File: src/rtl/led_pwm_pkg.sv
// Shared constants and encodings for the multi-channel LED PWM block.
// Latency: n/a (types and constants only).
// Backpressure: n/a.
package led_pwm_pkg;

  localparam int DEF_WIDTH    = 17;
  localparam int DEF_CHANNELS = 4;

  // Counting scheme selected by the mode input
  typedef enum logic {
    MODE_EDGE   = 1'b0,
    MODE_CENTER = 1'b1
  } pwm_mode_e;

  // Direction of the shared counter in center-aligned operation
  typedef enum logic {
    DIR_UP   = 1'b0,
    DIR_DOWN = 1'b1
  } pwm_dir_e;

endpackage

File: src/rtl/pwm_timebase.sv
// Shared PWM counter: edge (0..P-1 wrap) or center (0..P-1, P-1..0) counting with boundary flag.
// Latency: o_cnt is registered; o_bnd is combinational from the current count.
// Backpressure: none; free-running while i_run is high, parked at 0 / up otherwise.
module pwm_timebase
  import led_pwm_pkg::*;
#(
  parameter int WIDTH = DEF_WIDTH
) (
  input  logic             i_clk,
  input  logic             i_rst,
  input  logic             i_run,
  input  pwm_mode_e        i_mode,
  input  logic [WIDTH-1:0] i_period,
  output logic [WIDTH-1:0] o_cnt,
  output logic             o_bnd
);

  logic [WIDTH-1:0] r_cnt;
  logic [WIDTH-1:0] w_cnt_nxt;
  logic [WIDTH-1:0] w_last;
  pwm_dir_e         r_dir;
  pwm_dir_e         w_dir_nxt;

  // i_run guarantees i_period is non-zero, so this never underflows when used
  assign w_last = i_period - WIDTH'(1);
  assign o_cnt  = r_cnt;

  // Next count/direction and the last-cycle-of-period flag
  always_comb begin
    w_cnt_nxt = r_cnt;
    w_dir_nxt = r_dir;
    o_bnd     = 1'b0;
    if (!i_run) begin
      w_cnt_nxt = '0;
      w_dir_nxt = DIR_UP;
    end else if (i_mode == MODE_EDGE) begin
      w_dir_nxt = DIR_UP;
      if (r_cnt >= w_last) begin
        o_bnd     = 1'b1;
        w_cnt_nxt = '0;
      end else begin
        w_cnt_nxt = r_cnt + WIDTH'(1);
      end
    end else if (r_dir == DIR_UP) begin
      // top endpoint is held for a second cycle while turning around
      if (r_cnt >= w_last) begin
        w_dir_nxt = DIR_DOWN;
      end else begin
        w_cnt_nxt = r_cnt + WIDTH'(1);
      end
    end else begin
      // bottom endpoint: this is the last cycle; the next period re-starts at 0
      if (r_cnt == '0) begin
        o_bnd     = 1'b1;
        w_dir_nxt = DIR_UP;
      end else begin
        w_cnt_nxt = r_cnt - WIDTH'(1);
      end
    end
  end

  // Counter and direction state register
  always_ff @(posedge i_clk) begin
    if (i_rst) begin
      r_cnt <= '0;
      r_dir <= DIR_UP;
    end else begin
      r_cnt <= w_cnt_nxt;
      r_dir <= w_dir_nxt;
    end
  end

endmodule

File: src/rtl/led_pwm_multi.sv
// Multi-channel LED PWM: shared timebase, per-channel pending/shadow duty, glitch-free updates.
// Latency: pwm and period_tick are registered, one cycle behind the counter value they reflect.
// Backpressure: none; duty writes are accepted every cycle and applied at the period boundary.
module led_pwm_multi
  import led_pwm_pkg::*;
#(
  parameter int                  CHANNELS = DEF_CHANNELS,
  parameter int                  WIDTH    = DEF_WIDTH,
  parameter logic [CHANNELS-1:0] INVERT   = '0,
  localparam int                 CHW      = (CHANNELS > 1) ? $clog2(CHANNELS) : 1
) (
  input  logic                clk,
  input  logic                rst,
  input  logic                en,
  input  logic                mode,
  input  logic [WIDTH-1:0]    freq,
  input  logic                wr_en,
  input  logic [CHW-1:0]      wr_ch,
  input  logic [WIDTH-1:0]    wr_duty,
  output logic [CHANNELS-1:0] pwm,
  output logic                period_tick
);

  logic [WIDTH-1:0]    r_pend    [CHANNELS];
  logic [WIDTH-1:0]    r_duty_sh [CHANNELS];
  logic [WIDTH-1:0]    r_p_sh;
  pwm_mode_e           r_mode_sh;
  logic [CHANNELS-1:0] r_pwm;
  logic                r_bnd_d;
  logic                r_tick;

  logic [CHANNELS-1:0] w_hit;
  logic [CHANNELS-1:0] w_cmp;
  logic [WIDTH-1:0]    w_cnt;
  logic                w_bnd;
  logic                w_run;
  logic                w_load;

  // A zero shadow period parks the block exactly like en low does
  assign w_run  = en && (r_p_sh != '0);
  // Shadows track the inputs while parked, and latch once per period while running
  assign w_load = !w_run || w_bnd;

  assign pwm         = r_pwm;
  assign period_tick = r_tick;

  pwm_timebase #(
    .WIDTH (WIDTH)
  ) u_timebase (
    .i_clk    (clk),
    .i_rst    (rst),
    .i_run    (w_run),
    .i_mode   (r_mode_sh),
    .i_period (r_p_sh),
    .o_cnt    (w_cnt),
    .o_bnd    (w_bnd)
  );

  // Per-channel write decode; indices beyond CHANNELS match no channel and are dropped
  always_comb begin
    w_hit = '0;
    for (int i = 0; i < CHANNELS; i++) begin
      w_hit[i] = wr_en && (wr_ch == CHW'(i));
    end
  end

  // Pending duty registers, updated on any valid write
  always_ff @(posedge clk) begin
    if (rst) begin
      for (int i = 0; i < CHANNELS; i++) begin
        r_pend[i] <= '0;
      end
    end else begin
      for (int i = 0; i < CHANNELS; i++) begin
        if (w_hit[i]) begin
          r_pend[i] <= wr_duty;
        end
      end
    end
  end

  // Shadow registers; a write landing on the load cycle bypasses the pending copy
  always_ff @(posedge clk) begin
    if (rst) begin
      r_p_sh    <= '0;
      r_mode_sh <= MODE_EDGE;
      for (int i = 0; i < CHANNELS; i++) begin
        r_duty_sh[i] <= '0;
      end
    end else if (w_load) begin
      r_p_sh    <= freq;
      r_mode_sh <= pwm_mode_e'(mode);
      for (int i = 0; i < CHANNELS; i++) begin
        r_duty_sh[i] <= w_hit[i] ? wr_duty : r_pend[i];
      end
    end
  end

  // Full-width unsigned duty comparators against the shared count
  always_comb begin
    w_cmp = '0;
    for (int i = 0; i < CHANNELS; i++) begin
      w_cmp[i] = (w_cnt < r_duty_sh[i]);
    end
  end

  // Output stage; tick is delayed twice so it lines up with the cnt==0 output sample
  always_ff @(posedge clk) begin
    if (rst || !w_run) begin
      r_pwm   <= INVERT;
      r_bnd_d <= 1'b0;
      r_tick  <= 1'b0;
    end else begin
      r_pwm   <= w_cmp ^ INVERT;
      r_bnd_d <= w_bnd;
      r_tick  <= r_bnd_d;
    end
  end

endmodule

File: config.mk
export PLATFORM = sky130hd
export DESIGN_NAME = led_pwm_multi
export DESIGN_NICKNAME = d
export VERILOG_FILES = /design/src/rtl/led_pwm_pkg.sv /design/src/rtl/pwm_timebase.sv /design/src/rtl/led_pwm_multi.sv
export SDC_FILE = /design/constraint.sdc
export NUM_CORES = 1
export LEC_CHECK = 0
export ABC_AREA = 1
export BUFFER_PORTS_ARGS = -buffer_cell sky130_fd_sc_hd__buf_2
export CAP_MARGIN = 40
export CORE_ASPECT_RATIO = 0.6
export CORE_MARGIN = 2
export CORE_UTILIZATION = 60
export CTS_CLUSTER_DIAMETER = 120
export DETAILED_ROUTE_END_ITERATION = 8
export PLACE_DENSITY = 0.83
export REMOVE_ABC_BUFFERS = 1
export SYNTH_ARGS = -nofsm -noshare
export SYNTH_HDL_FRONTEND = slang
export SYNTH_HIERARCHICAL = 1
export SYNTH_SLANG_ARGS = --single-unit
File: constraint.sdc
create_clock -name clk -period 5.25 [get_ports clk]
set_input_delay 1.05 -clock clk [delete_from_list [all_inputs] [get_ports clk]]
set_output_delay 1.05 -clock clk [all_outputs]
set_load 0.01 [all_outputs]
# Word-level counts from Yosys, hierarchy flattened
# Memory sizes are Yosys's and may differ from the RTL's.
# Cells that the tools add are included.
# classes
addsub	3
n_reduce_logical	14
order_cmp	5
eq_ne	5
bitwise	10
mux	41
# op_table
op	count
17-bit two-way mux	17
17-bit < comparator	4
17-bit by 1-bit subtractor with 17-bit output (second input constant)	2
1-bit two-way mux	24
17-bit by 1-bit adder with 17-bit output (second input constant)	1
17-bit >= comparator	1
17-bit zero test	1
17-bit nonzero test	1
1-bit OR	8
1-bit logical AND	5
2-bit == test (second input constant)	2
3-bit by 2-bit != test with 1-bit output (second input constant)	1
3-bit != test (second input constant)	1
3-bit OR reduction	1
2-bit by 1-bit == test with 1-bit output (second input constant)	1
2-bit zero test	1
1-bit logical OR	2
1-bit inverter	2
2-bit AND reduction	1
2-bit OR reduction	1
1-bit zero test	1
# totals
ramBits	136
ff_bits	42
inputBits	41
out_inout_bits	5
memories	2
elab_cells	87
# memory_table
name	words	width	rd	rd_clocked_by_memory_dff	wr	line	rtl
r_duty_sh	4	17	4	0	4	led_pwm_multi.sv:25	logic [WIDTH-1:0] r_duty_sh [CHANNELS];
r_pend	4	17	4	0	4	led_pwm_multi.sv:24	logic [WIDTH-1:0] r_pend [CHANNELS];

# Logic depth before layout (Yosys ltp)
# Gate-level depths: netlist of the first run.
# depth
depth_word	10
ltp_mapped	25
mapped_depth_nobuf	22

# Cells and area by module
# Netlist of the first run, hierarchy kept.
# by_module_without_submodules
module	cells_per_inst	area_per_inst_um2	instances
led_pwm_multi	860	8110.3	1
pwm_timebase	412	2394.8	1

# Worst setup path before layout of the first run
# OpenSTA, ideal clock, no wires.
# synth_timing
path_type	reg2reg
from	register r_p_sh[0]
to	memory r_duty_sh[0][0] (netlist name), enable pin
arrival_time_ns	3.692
path_stages_with_launch	23
setup_slack_ns	1.161
period_less_slack_ns	4.089
path_buffers	2
setup_time_ns	0.397
required_time_ns	4.853
cell_sequence	dfxtp_1 -> inv_1 -> ha_1 -> nand3_1 -> nor2_1 -> nand3_1 -> nor3_2 -> nand3_1 -> xor2_1 -> inv_1 -> ha_1 -> nand2_1 -> nor2_2 -> nand2_1 -> nor2_2 -> nor2_2 -> nand3_1 -> nand2_1 -> buf_2 -> nor2_1 -> inv_1 -> nand4_1 -> buf_2
# synth_rtl
element	line	rtl
start, declared	led_pwm_multi.sv:26	logic [WIDTH-1:0] r_p_sh;
start signal, assigned	led_pwm_multi.sv:91	r_p_sh <= freq;
end, declared	led_pwm_multi.sv:25	

==> results.txt, run 1 <==
Outcome = finished clean
Number of vias per cell = 5.58
Dpl cells = 1533
Syn Inst Count = 1272
Final hold vios = 0
R2r startpoint = r_p_sh[0]$_SDFFE_PP0P_
Vias in the first global route = 8230
#FFs+latches synth = 178
FILL cells = 1411
Largest net degree at the start of global routing = 87
Initial Util = 0.613
P per Cell Area = 293 nW/um^2
CTS Buffer Depth = 2
Die Y = 106 microns
DIE WIDTH = 175 microns
Final Wtd Congestion = 0.925
Num CTS Buffers = 17
Synthesis-to-finish area growth = 9.35%
Hold_buf cts = 0
Detailed Place HPWL = 18600 microns
Reg2reg end = r_duty_sh[1][7]$_SDFFCE_PN0P_
Area contributors post-synth = edfxtp_1, nand2_1, ha_1, dfxtp_1, inv_1
CP arrival = 4.83 ns
Clock Pin Slew Worst Setup and Hold Paths = 0.07 ns
TritonRoute pass-1 iters = 6
Synth top area share = 0.389
Area occupied by multi-input gates = 4670 sq um
Root buffer cell = clkbuf_16
Total Routing Usage GR = 0.305
Maxcap violations = 0
Antenna Cells = 0
Final std cells w/o fill = 1565
Max stage delay cell, worst path = buf_4
CP max stage delay = 0.59 ns
Die area = 18600 sq um
Worst setup EP type = flip-flop
Gates resized, CTS repair = 0
CP most frequent cell = nand3_1
Reg area = 4920 sq um
CTS sink count = 178
Layout cells sized above 1 = 0.0969
Row Count = 37
Tot Pwr = 3.37 mW
Sequential area share after synthesis = 0.469
First-pass GRT wire length = 43500 microns
FMAX = 214 MHz
Initial antenna violation count = 0
Final #Nets = 1444
Via Count = 8725
Min cycle time layout = 4.68 ns
Hold/Removal Path Class = flip-flop to flip-flop
Lkg Pwr = 5.38 nW
Critical path cell sequence = inv_1, ha_1, nand3_1, nor2_1, nand3_1, nor3_2, nand3_1, xor2_1, inv_1, ha_1, nand2_1, nor2_2, nand2_1, nor2_2, nor2_2, nand3_1, nand2_1, nor2_1, inv_1, nand3_2, nand2_2, buf_4, a21oi_1
Number of remaining DRC errors = 0
Core Region = 17100 sq um
Unrepaired setup endpoints after global routing = no
Post-synth top area cell = edfxtp_1
Routed len/inst = 17.2 microns
Depth of the worst hold-timing path = 2
Port Buffer Count = 45
Final core area utilization = 0.671
Final period util = 0.892
Final ANT Viol Nets = 0
Drt initial violations = 1149
Avg Inst Size Synth = 8.26 sq um
Critical path class = flip-flop to flip-flop
Post-Synthesis Cell Area = 10500 sq um
Grt total ovfl = 0
Critical path launch point = r_p_sh[0]$_SDFFE_PP0P_
Worst Max-Slew Pin Slew = 0.880 ns
Worst-Skew Late Latency = 0.44 ns
CP Launch Type = flip-flop
Clock skew = 0.00822 ns
Postcts setup bufs = 0
TritonCTS clock tree = done
Reg2reg path depth = 23
Slew headroom = 0.412
Final wirelength = 27000 microns
Final Slew Violations = 0
Crit path max fanout = 68
Synth Warn # = 6
FF-to-FF setup slack = 0.57 ns
Worst endpoint required time = 5.40 ns
Synth cell types = 37
Final setup fails = 0
Setup crit end = r_duty_sh[1][7]$_SDFFCE_PN0P_
# H-tree levels = 4
# IOs = 46
Worst-case vdd ir drop = 0.163 mV
==> worst max-delay path: cells and delay by family (launching register included) <==
family,cells,cell delay (ns)
XOR/XNOR,1,0.16
AND/OR/NAND/NOR,15,2.29
AO/OA/AOI/OAI,1,0.12
flip-flops,1,0.33
adder cells (fa/ha/maj),2,0.53
buffers and inverters,4,0.91
==> through the flow <==
step / TNS (ns) / hold slack [ns] / worst slack [ns] / cell area, sq um
after floorplan: -48.90 / 0.394 / -0.609 / 10300
after global placement: 0 / 0.396 / 0.952 / 10900
after detailed placement: 0 / 0.406 / 0.728 / 10900
after CTS: 0 / 0.415 / 0.712 / 11500
after global routing: 0 / 0.428 / 0.163 / 11500
final: 0 / 0.412 / 0.568 / 11500
==> how the worst min path moves through the flow <==
| stage | slack [ns] | to | start |
|---|---|---|---|
| 3_3_place_gp | 0.40 | period_tick$_SDFF_PP0_ | r_bnd_d$_SDFF_PP0_ |
| 3_5_place_dp | 0.41 | period_tick$_SDFF_PP0_ | r_bnd_d$_SDFF_PP0_ |
| 4_1_cts | 0.42 | period_tick$_SDFF_PP0_ | r_bnd_d$_SDFF_PP0_ |
| 6_report | 0.41 | period_tick$_SDFF_PP0_ | r_bnd_d$_SDFF_PP0_ |
| 2_1_floorplan | 0.39 | period_tick$_SDFF_PP0_ | r_bnd_d$_SDFF_PP0_ |
| 5_1_grt | 0.43 | period_tick$_SDFF_PP0_ | r_bnd_d$_SDFF_PP0_ |
==> synth_stat cells <==
master	number
nor3_1	4
nand2_2	10
inv_2	8
a211oi_1	1
nand2_1	348
ha_1	85
o211ai_1	2
a21o_1	4
o21ai_1	2
o21ai_2	1
a21oi_1	110
nor2_1	154
o21a_1	1
o22ai_1	1
nand2_4	3
buf_4	3
nor3_4	3
dfxtp_1	42
xor2_1	13
inv_4	1
nor4_1	1
xnor2_1	8
buf_6	11
o21bai_1	2
nand3_1	72
nor2_4	3
a21oi_2	1
nor3_2	3
clkbuf_1	3
nand3_2	2
nand4_1	13
clkinv_1	1
inv_1	171
o21ai_0	28
nor2_2	6
edfxtp_1	136
buf_2	15
==> logic make-up (layout without fill, tap and decap cells) <==
kind of cell	count (synthesis)	after routing	synth area share
compound gates	153	153	0.0761
simple gates	622	622	0.249
fa+ha+maj	85	85	0.101
flops	178	178	0.469
xor+xnor	21	21	0.0175
buf+inv	213	272	0.0871
==> report_power, final <==
part           leakage [nW]  switching (mW)  internal (mW)
registers              1.77          0.0479           1.63
logic                  3.34           0.311          0.147
clock network         0.273           0.569          0.660
total                  5.38           0.928           2.44
==> metal layers <==
| layer | global-route usage | share of wire | vias up | routed length [microns] |
|---|---|---|---|---|
| met1 | 0.450 | 0.45 | 4043 | 12100 |
| met5 | 0 | 0 | - | 0 |
| met2 | 0.436 | 0.42 | 423 | 11200 |
| met3 | 0.0926 | 0.12 | 39 | 3210 |
| li1 | - | - | 4220 | - |
| met4 | 0.0780 | 0.015 | 0 | 401 |
==> sequential cells by signal, indices dropped and copies added (netlist names) <==
| name | cells |
|---|---|
| pwm | 4 |
| r_duty_sh | 68 |
| r_bnd_d | 1 |
| period_tick | 1 |
| u_timebase/o_cnt | 17 |
| r_p_sh | 17 |
| u_timebase/r_dir | 1 |
| r_mode_sh | 1 |
| r_pend | 68 |
==> area by class of cell <==
| cell class | count | area share |
|---|---|---|
| timing repair buffer | 59 | 0.0318 |
| inverter | 181 | 0.0594 |
| clock buffer | 18 | 0.0374 |
| multi-input combinational | 881 | 0.406 |
| sequential | 178 | 0.429 |
| tap | 234 | 0.0255 |
| clock inverter | 14 | 0.0111 |
==> cells in the final DEF, fill, tap and decap left out, drive strengths merged, types with 2 or more instances in the layout <==
cell type / count
dfxtp: 42
buf: 59
a21o: 4
nand4: 13
edfxtp: 136
clkinv: 7
clkbuf: 18
o211ai: 2
inv: 186
o21ai: 31
nor2: 163
nand2: 361
xor2: 13
o21bai: 2
ha: 85
xnor2: 8
nor3: 10
a21oi: 111
nand3: 74
Power figures use the tool's default switching activity.
==> run 2: changes to the inputs <==
- CORE_UTILIZATION: 60 -> 56
- CTS_CLUSTER_DIAMETER: 120 -> 200
- PLACE_DENSITY: 0.83 -> 0.81
- clock period: 5.25 -> 4.28 ns (I/O delays scaled with it)
==> results.txt, run 2 (synthesis gave the netlist of run 1 again) <==
Lkg Pwr = 5.41 nW (was 5.38 nW)
FMAX = 266 MHz (was 214 MHz)
Final std cells w/o fill = 1572 (was 1565)
Slew headroom = 0.461 (was 0.412)
Final setup fails = 0 (unchanged)
Synthesis-to-finish area growth = 9.99% (was 9.35%)
Final ANT Viol Nets = 0 (unchanged)
TritonCTS clock tree = done (unchanged)
FF-to-FF setup slack = 0.52 ns (was 0.57 ns)
Detailed Place HPWL = 19200 microns (was 18600 microns)
Grt total ovfl = 0 (unchanged)
Gates resized, CTS repair = 0 (unchanged)
Final period util = 0.878 (was 0.892)
Dpl cells = 1540 (was 1533)
Worst setup EP type = flip-flop (unchanged)
Drt initial violations = 1102 (was 1149)
Final #Nets = 1445 (was 1444)
CTS sink count = 178 (unchanged)
Hold_buf cts = 0 (unchanged)
Largest net degree at the start of global routing = 76 (was 87)
Unrepaired setup endpoints after global routing = no (unchanged)
Clock skew = 0.0125 ns (was 0.00822 ns)
Worst-Skew Late Latency = 0.45 ns (was 0.44 ns)
Min cycle time layout = 3.76 ns (was 4.68 ns)
CP Launch Type = flip-flop (unchanged)
CP arrival = 3.85 ns (was 4.83 ns)
Antenna Cells = 0 (unchanged)
Num CTS Buffers = 17 (unchanged)
P per Cell Area = 368 nW/um^2 (was 293 nW/um^2)
Die Y = 110 microns (was 106 microns)
# H-tree levels = 4 (unchanged)
Initial antenna violation count = 1 (was 0)
Top flop regs = r_duty_sh: 68 flops, r_pend: 68 flops (unchanged)
Crit path max fanout = 75 (was 68)
Most frequent cells in the layout = nand2_1, inv_1, nor2_1 (unchanged)
Vias in the first global route = 8407 (was 8230)
Final core area utilization = 0.635 (was 0.671)
Layout cells sized above 1 = 0.0976 (was 0.0969)
Core Region = 18200 sq um (was 17100 sq um)
Worst-case vdd ir drop = 0.400 mV (was 0.163 mV)
FILL cells = 1495 (was 1411)
Maxcap violations = 0 (unchanged)
Worst Max-Slew Pin Slew = 0.808 ns (was 0.880 ns)
Final hold vios = 0 (unchanged)
Tot Pwr = 4.25 mW (was 3.37 mW)
First-pass GRT wire length = 45000 microns (was 43500 microns)
Clock Pin Slew Worst Setup and Hold Paths = 0.07 ns (about the same)
Routed len/inst = 18.1 microns (was 17.2 microns)
DIE WIDTH = 181 microns (was 175 microns)
Final wirelength = 28500 microns (was 27000 microns)
Via Count = 8844 (was 8725)
Critical path class = flip-flop to flip-flop (unchanged)
Number of vias per cell = 5.63 (was 5.58)
# IOs = 46 (unchanged)
Hold/Removal Path Class = flip-flop to flip-flop (unchanged)
Number of remaining DRC errors = 0 (unchanged)
Postcts setup bufs = 0 (unchanged)
Commonest non-fill, non-tap cell in the layout = nand2_1 (unchanged)
Outcome = finished clean (unchanged)
Worst endpoint required time = 4.37 ns (was 5.40 ns)
CTS Buffer Depth = 2 (unchanged)
Port Buffer Count = 45 (unchanged)
Die area = 19900 sq um (was 18600 sq um)
Row Count = 38 (was 37)
Initial Util = 0.577 (was 0.613)
Final Wtd Congestion = 0.959 (was 0.925)
TritonRoute pass-1 iters = 8 (was 6)
Root buffer cell = clkbuf_16 (unchanged)
Total Routing Usage GR = 0.300 (was 0.305)
Final Slew Violations = 0 (unchanged)
-- run 2: cell types whose count changed in the layout (fill, tap and decap cells not counted) --
cell        before  now
bufinv_16        1    3
inv_6            5    3
buf_12           1    2
buf_4           10    9
buf_8            3    4
clkinv_2         2    3
clkinv_4         2    1
clkinvlp_2       0    1
inv_8            1    0
-- run 2: metrics by stage --
stage	instance area, sq um	worst slack (ns)	setup TNS (ns)	hold slack, ns
after floorplan	10300	-1.58	-132.32	0.394
after global placement	10900	0.825	0	0.416
after detailed placement	11000	0.626	0	0.431
after CTS	11600	0.557	0	0.440
after global routing	11600	0.102	0	0.450
final	11600	0.521	0	0.438
-- run 2: worst paths after layout --
| check | cells after the start | end | start |
|---|---|---|---|
| hold / removal | 2 | period_tick$_SDFF_PP0_ | r_bnd_d$_SDFF_PP0_ |
| setup reg to reg | 21 | r_duty_sh[0][0]$_SDFFCE_PN0P_ | r_p_sh[0]$_SDFFE_PP0P_ |
| setup / recovery | 21 | r_duty_sh[0][0]$_SDFFCE_PN0P_ | r_p_sh[0]$_SDFFE_PP0P_ |
| hold reg to reg | 2 | period_tick$_SDFF_PP0_ | r_bnd_d$_SDFF_PP0_ |
-- run 2: critical path: stages, from the launching register on --
cell and delay [ns]:
dfxtp_1 0.33, inv_1 0.14, ha_1 0.25, nand3_1 0.16
nor2_1 0.12, nand3_1 0.16, nor3_2 0.23, nand3_1 0.13
xor2_1 0.15, inv_1 0.06, ha_1 0.30, nand2_1 0.09
nor2_2 0.12, nand2_1 0.08, inv_1 0.06, nand2_1 0.10
nand3_1 0.10, nand2_1 0.06, nor2_1 0.09, inv_1 0.08
nand4_1 0.18, buf_12 0.38
-- run 2: layout make-up --
cell class                      instances  area (sq um)  share of cell area
Sequential cell                       178          4920               0.426
Multi-Input combinational cell        881          4670               0.404
Inverter                              181           682              0.0590
Clock buffer                           18           429              0.0371
Timing Repair Buffer                   60           393              0.0340
Tap cell                              240           300              0.0260
Clock inverter                         14           160              0.0139
-- run 2: metal layers --
| metal | wire, microns | global-route usage |
|---|---|---|
| met1 | 12200 | 0.415 |
| met2 | 12200 | 0.455 |
| met3 | 3460 | 0.0913 |
| met4 | 650 | 0.0985 |
| met5 | 13 | 0 |
-- run 2: power by group --
part           total (mW)  switching (mW)  internal, mW
combinational       0.579           0.392         0.187
sequential           2.06          0.0597          2.00
clock                1.61           0.691         0.916
total                4.25            1.14          3.11
